## src/rtl/btn_debounce_pkg.sv

```systemverilog
// Shared types and defaults for the push-button debounce stage.
package btn_debounce_pkg;

    typedef enum logic [1:0] {
        IDLE         = 2'd0,
        PRESS_WAIT   = 2'd1,
        HELD         = 2'd2,
        RELEASE_WAIT = 2'd3
    } state_e;

    localparam int DEBOUNCE_CYCLES_DEF = 4;
    localparam int CNT_W_DEF           = 3;

endpackage

```

## src/rtl/btn_debounce_pulse_if.sv

```systemverilog
// Button-side bundle: raw button in, toggle pulse and debounced level out.
interface btn_debounce_pulse_if;

    logic btn_in;
    logic t_pulse;
    logic btn_level;

    modport master (
        output btn_in,
        input  t_pulse,
        input  btn_level
    );

    modport slave (
        input  btn_in,
        output t_pulse,
        output btn_level
    );

endinterface

```

## src/rtl/btn_debounce_pulse_sync_2ff.sv

```systemverilog
// Two-flop synchroniser for a single asynchronous input, resets to 0.
module sync_2ff (
    input  logic clk,
    input  logic rst,
    input  logic d,
    output logic q
);

    logic s1_d, s1_q;
    logic sync_d, sync_q;

    always_comb begin
        s1_d   = d;
        sync_d = s1_q;
    end

    always_ff @(posedge clk or posedge rst) begin
        if (rst) begin
            s1_q   <= 1'b0;
            sync_q <= 1'b0;
        end else begin
            s1_q   <= s1_d;
            sync_q <= sync_d;
        end
    end

    assign q = sync_q;

endmodule

```

## src/rtl/btn_debounce_pulse.sv

```systemverilog
// Button synchroniser + debouncer emitting a one-cycle toggle pulse per press.
// Define BTN_RELEASE_PULSE_EN to also pulse on each accepted release.
module btn_debounce_pulse
    import btn_debounce_pkg::*;
#(
    parameter int DEBOUNCE_CYCLES = DEBOUNCE_CYCLES_DEF,
    parameter int CNT_W           = CNT_W_DEF
) (
    input  logic                 clk,
    input  logic                 rst,
    btn_debounce_pulse_if.slave  bus
);

    localparam logic [CNT_W-1:0] CNT_LAST = CNT_W'(DEBOUNCE_CYCLES - 1);
    localparam logic [CNT_W-1:0] CNT_ONE  = CNT_W'(1);

    logic             sync;
    state_e           state_d, state_q;
    logic [CNT_W-1:0] cnt_d, cnt_q;
    logic             t_pulse_d, t_pulse_q;
    logic             btn_level_d, btn_level_q;

    sync_2ff u_sync (
        .clk (clk),
        .rst (rst),
        .d   (bus.btn_in),
        .q   (sync)
    );

    always_ff @(posedge clk or posedge rst) begin
        if (rst) begin
            state_q     <= IDLE;
            cnt_q       <= '0;
            t_pulse_q   <= 1'b0;
            btn_level_q <= 1'b0;
        end else begin
            state_q     <= state_d;
            cnt_q       <= cnt_d;
            t_pulse_q   <= t_pulse_d;
            btn_level_q <= btn_level_d;
        end
    end

    // The first differing sample already counts as one, hence cnt starts at 1.
    always_comb begin
        state_d     = state_q;
        cnt_d       = cnt_q;
        t_pulse_d   = 1'b0;
        btn_level_d = btn_level_q;
        unique case (state_q)
            IDLE: begin
                if (sync) begin
                    state_d = PRESS_WAIT;
                    cnt_d   = CNT_ONE;
                end else begin
                    cnt_d = '0;
                end
            end
            PRESS_WAIT: begin
                if (!sync) begin
                    state_d = IDLE;
                    cnt_d   = '0;
                end else if (cnt_q == CNT_LAST) begin
                    state_d     = HELD;
                    cnt_d       = '0;
                    t_pulse_d   = 1'b1;
                    btn_level_d = 1'b1;
                end else begin
                    cnt_d = cnt_q + CNT_ONE;
                end
            end
            HELD: begin
                if (!sync) begin
                    state_d = RELEASE_WAIT;
                    cnt_d   = CNT_ONE;
                end
            end
            RELEASE_WAIT: begin
                if (sync) begin
                    state_d = HELD;
                    cnt_d   = '0;
                end else if (cnt_q == CNT_LAST) begin
                    state_d     = IDLE;
                    cnt_d       = '0;
                    btn_level_d = 1'b0;
`ifdef BTN_RELEASE_PULSE_EN
                    t_pulse_d   = 1'b1;
`else
                    t_pulse_d   = 1'b0;
`endif
                end else begin
                    cnt_d = cnt_q + CNT_ONE;
                end
            end
            default: begin
                state_d = IDLE;
                cnt_d   = '0;
            end
        endcase
    end

    assign bus.t_pulse   = t_pulse_q;
    assign bus.btn_level = btn_level_q;

endmodule

```

## src/flat_wrapper.sv

```systemverilog
// flat-port wrapper written by rule: the top's interface ports become plain ports
module btn_debounce_pulse_flat import btn_debounce_pkg::*;
#(
    parameter int DEBOUNCE_CYCLES = DEBOUNCE_CYCLES_DEF,
    parameter int CNT_W           = CNT_W_DEF
)
  (clk, rst, bus_btn_in, bus_t_pulse, bus_btn_level);
  btn_debounce_pulse_if bus_i ();
  input  logic clk;
  input  logic rst;
  input wire logic [$bits(bus_i.btn_in)-1:0] bus_btn_in;
  output wire logic [$bits(bus_i.t_pulse)-1:0] bus_t_pulse;
  output wire logic [$bits(bus_i.btn_level)-1:0] bus_btn_level;
  assign bus_i.btn_in = bus_btn_in;
  assign bus_t_pulse = bus_i.t_pulse;
  assign bus_btn_level = bus_i.btn_level;
  btn_debounce_pulse #(.DEBOUNCE_CYCLES(DEBOUNCE_CYCLES), .CNT_W(CNT_W)) u_core (.clk(clk), .rst(rst), .bus(bus_i));
endmodule
```

## config.mk

```make
export PLATFORM = sky130hd
export DESIGN_NAME = btn_debounce_pulse_flat
export DESIGN_NICKNAME = d
export VERILOG_FILES = /design/src/rtl/btn_debounce_pkg.sv /design/src/rtl/btn_debounce_pulse_if.sv /design/src/rtl/btn_debounce_pulse_sync_2ff.sv /design/src/rtl/btn_debounce_pulse.sv /design/src/flat_wrapper.sv
export SDC_FILE = /design/constraint.sdc
export NUM_CORES = 1
export LEC_CHECK = 0
export ABC_CLOCK_PERIOD_IN_PS = 1900
export CORE_AREA = 2 2 39 41
export DETAILED_ROUTE_END_ITERATION = 8
export DIE_AREA = 0 0 41 43
export PLACE_DENSITY_LB_ADDON = 0.25
export SYNTH_ARGS = -nofsm -noshare
export SYNTH_HDL_FRONTEND = slang
export SYNTH_HIERARCHICAL = 1
export SYNTH_SLANG_ARGS = --single-unit
```

## constraint.sdc

```tcl
create_clock -name clk -period 1.9 [get_ports clk]
set_input_delay 0.38 -clock clk [delete_from_list [all_inputs] [get_ports clk]]
set_output_delay 0.38 -clock clk [all_outputs]
set_load 0.005 [all_outputs]
```

==> impl_metrics.toml <==
[global_routing]
grt_pass1_vias = 260
grt_max_degree = 11
antenna_found_initial = 0
grt_pass1_wl_mm = 1.166
track_usage_pct = 10.38
overflow = 0

[critical_path]
path_cells = "clkdlybuf4s50_1"
critical_path_depth = 1
cp_data_arrival_time_ns = 1.13
cp_num_buf_inv = 1
worstPathMaxFanout = 3
cp.required_ns = 1.52
slowest_stage = "clkdlybuf4s50_1"
critPathTopFamily = "buffers and inverters"
worst-setup-path-type = "reg2out"
critPathLaunchType = "flop"
critPathMaxStageDelay_ns = 0.51
reg2reg_depth = 4
end_kind = "output pin"

[power_and_ir_drop]
cellLeakagePower_nw = 0.2291
p_per_area_nw_per_um2 = 1253
vdd_drop_max_v = 0.0005714

[die]
num_io_pins = 5
die_w_microns = 41
initial_core_util_pct = 32.28
core_area_sq_um = 1384
die-area_sq_um = 1763
fp.dieH_microns = 43
fp-row-count = 14

[yosys]
ys_types = 21
synth_edf_count = 0
yosysTopAreaCellShare_pct = 50.42
synth_seq_cells = 9
syn_area_sq_um = 446.7
yosysSeqAreaShare_pct = 50.42
yosysMostFrequentCell = "dfrtp_1"
synth_top_area_cell = "dfrtp_1"
synth.top_cells.by_count = "dfrtp_1, nand2_1, nor2_1, o21ai_0"
synth_ff_type = "dfrtp_1"
yosysWarnings = 6
syn-instance-count = 40
yosys-top-cells-area = "dfrtp_1, buf_6, and3b_2, xnor2_2, o21ai_0"
async_reset_ff_share_pct = 100.0
avgSynthCellArea_sq_um = 11.17
syn_nets = 44

[timing]
final.min_clock_period_ns = 1.513
setup_violations = 0
timing_worst_slew_pin_value_ns = 0.3142
rsz0062_at_grt = "false"
slew_violations = 0
fmax_mhz = 660.8
fin_skew_ns = 0.004125
hold_viol = 0
tns_ns = 0
finalCritPeriodShare_pct = 79.65
maxSlewHeadroom_pct = 79.05

[cts]
cts_made_buffers = 3
holdBufCountCts = 0
cts.htree.levels = 1
cts_tree = "built"
worstSkewPairLatency_ns = 0.25
clockBufferDepth = 2
clk_pin_slew_ns = 0.06
cts.sinks = 9
post_cts_buffers = 0
post_cts_resized = 0
cts_root_buf = "clkbuf_4"

[route]
wl_per_cell_microns = 11.54
detail-route-antenna-nets = 0
wirelength_microns = 704
drc_errors = 0
via_per_inst = 4.902
vias = 299
dr.pass1.iters = 4
drt_iter0_drc = 7

[layout]
finalNetCount = 50
synthToLayoutAreaGrowth_pct = 13.17
multiInputGateArea_sq_um = 186.4
regArea_sq_um = 225.2
diodes = 0
drive_gt1_share_pct = 20.00
nFillCells = 139
final_cell_area_sq_um = 505.5
final_util_pct = 36.53

[hold_path]
hold_path_class = "in2async"

[placement]
dp_hpwl_microns = 500.5
place_area_sq_um = 479.2
portBuffers = 4
gp_congestion = 0.8172

[run_status]
status = "finished clean"

[job]
maxCapViolCount = 0
where the power goes:
| group | leakage (nW) | switching, mW | internal, mW | total, mW |
|---|---|---|---|---|
| Clock | 0.0150 | 0.0632 | 0.0807 | 0.144 |
| Combinational | 0.104 | 0.0821 | 0.0976 | 0.180 |
| Sequential | 0.110 | 0.0719 | 0.238 | 0.310 |
routing by layer:
layer  vias to the layer above  wire length [microns]  GRT usage, %
li1                        146                      -             -
met1                       143                    321         13.76
met2                         8                    343         13.44
met3                         2                     29         3.141
met4                         0                     10         8.000
met5                         -                      0             0
final cells by class:
cell class / instances / share of cell area (%)
Clock buffer: 4 / 5.198
Inverter: 2 / 1.485
Multi-Input combinational cell: 26 / 36.88
Sequential cell: 9 / 44.55
Tap cell: 16 / 3.960
Timing Repair Buffer: 4 / 7.921
path summary, 6_finish.rpt:
check / endpoint / slack [ns] / start
max in group asynchronous: u_core/bus.t_pulse / 1.30 / rst
max: bus_btn_level / 0.39 / u_core/bus.btn_level
max reg2reg: u_core/bus.btn_level / 0.63 / u_core/cnt_q[0]
min: u_core/u_sync/s1_q / 0.30 / rst
min reg2reg: u_core/u_sync/q / 0.36 / u_core/u_sync/s1_q
min in group clk: u_core/u_sync/q / 0.36 / u_core/u_sync/s1_q
metrics by stage:
step,setup slack [ns],cells,total power [mW],hold slack [ns]
after CTS,0.3743,61,0.6402,0.2942
after detailed placement,0.6422,57,0.4926,0.3460
after global routing,0.3290,61,0.6828,0.3222
after floorplan,0.7686,40,0.4779,0.1212
after global placement,0.6687,57,0.4837,0.3433
final,0.3867,61,0.6334,0.3034
layout by cell type, fill, tap and decap left out:
master           instances
o21a_1                   2
a21oi_1                  1
clkbuf_1                 1
ha_1                     1
nand2_1                  4
o211ai_2                 1
a31oi_1                  1
clkdlybuf4s50_1          4
nand3b_1                 1
and3b_2                  2
clkbuf_4                 3
nor3b_2                  1
and2b_1                  1
o21ai_0                  3
xnor2_2                  1
nand4b_1                 1
nor3_1                   1
nand2b_1                 1
nor3_2                   1
inv_1                    2
dfrtp_1                  9
nor2_1                   3
logic make-up after synthesis:
| kind of cell | after synthesis | share of synthesized area, % |
|---|---|---|
| simple gates | 16 | 23.25 |
| fa+ha+maj | 1 | 2.801 |
| compound gates | 8 | 12.04 |
| xor+xnor | 1 | 3.642 |
| buf+inv | 5 | 7.842 |
| flops | 9 | 50.42 |
Note: power is estimated with default switching activity, not from simulation.
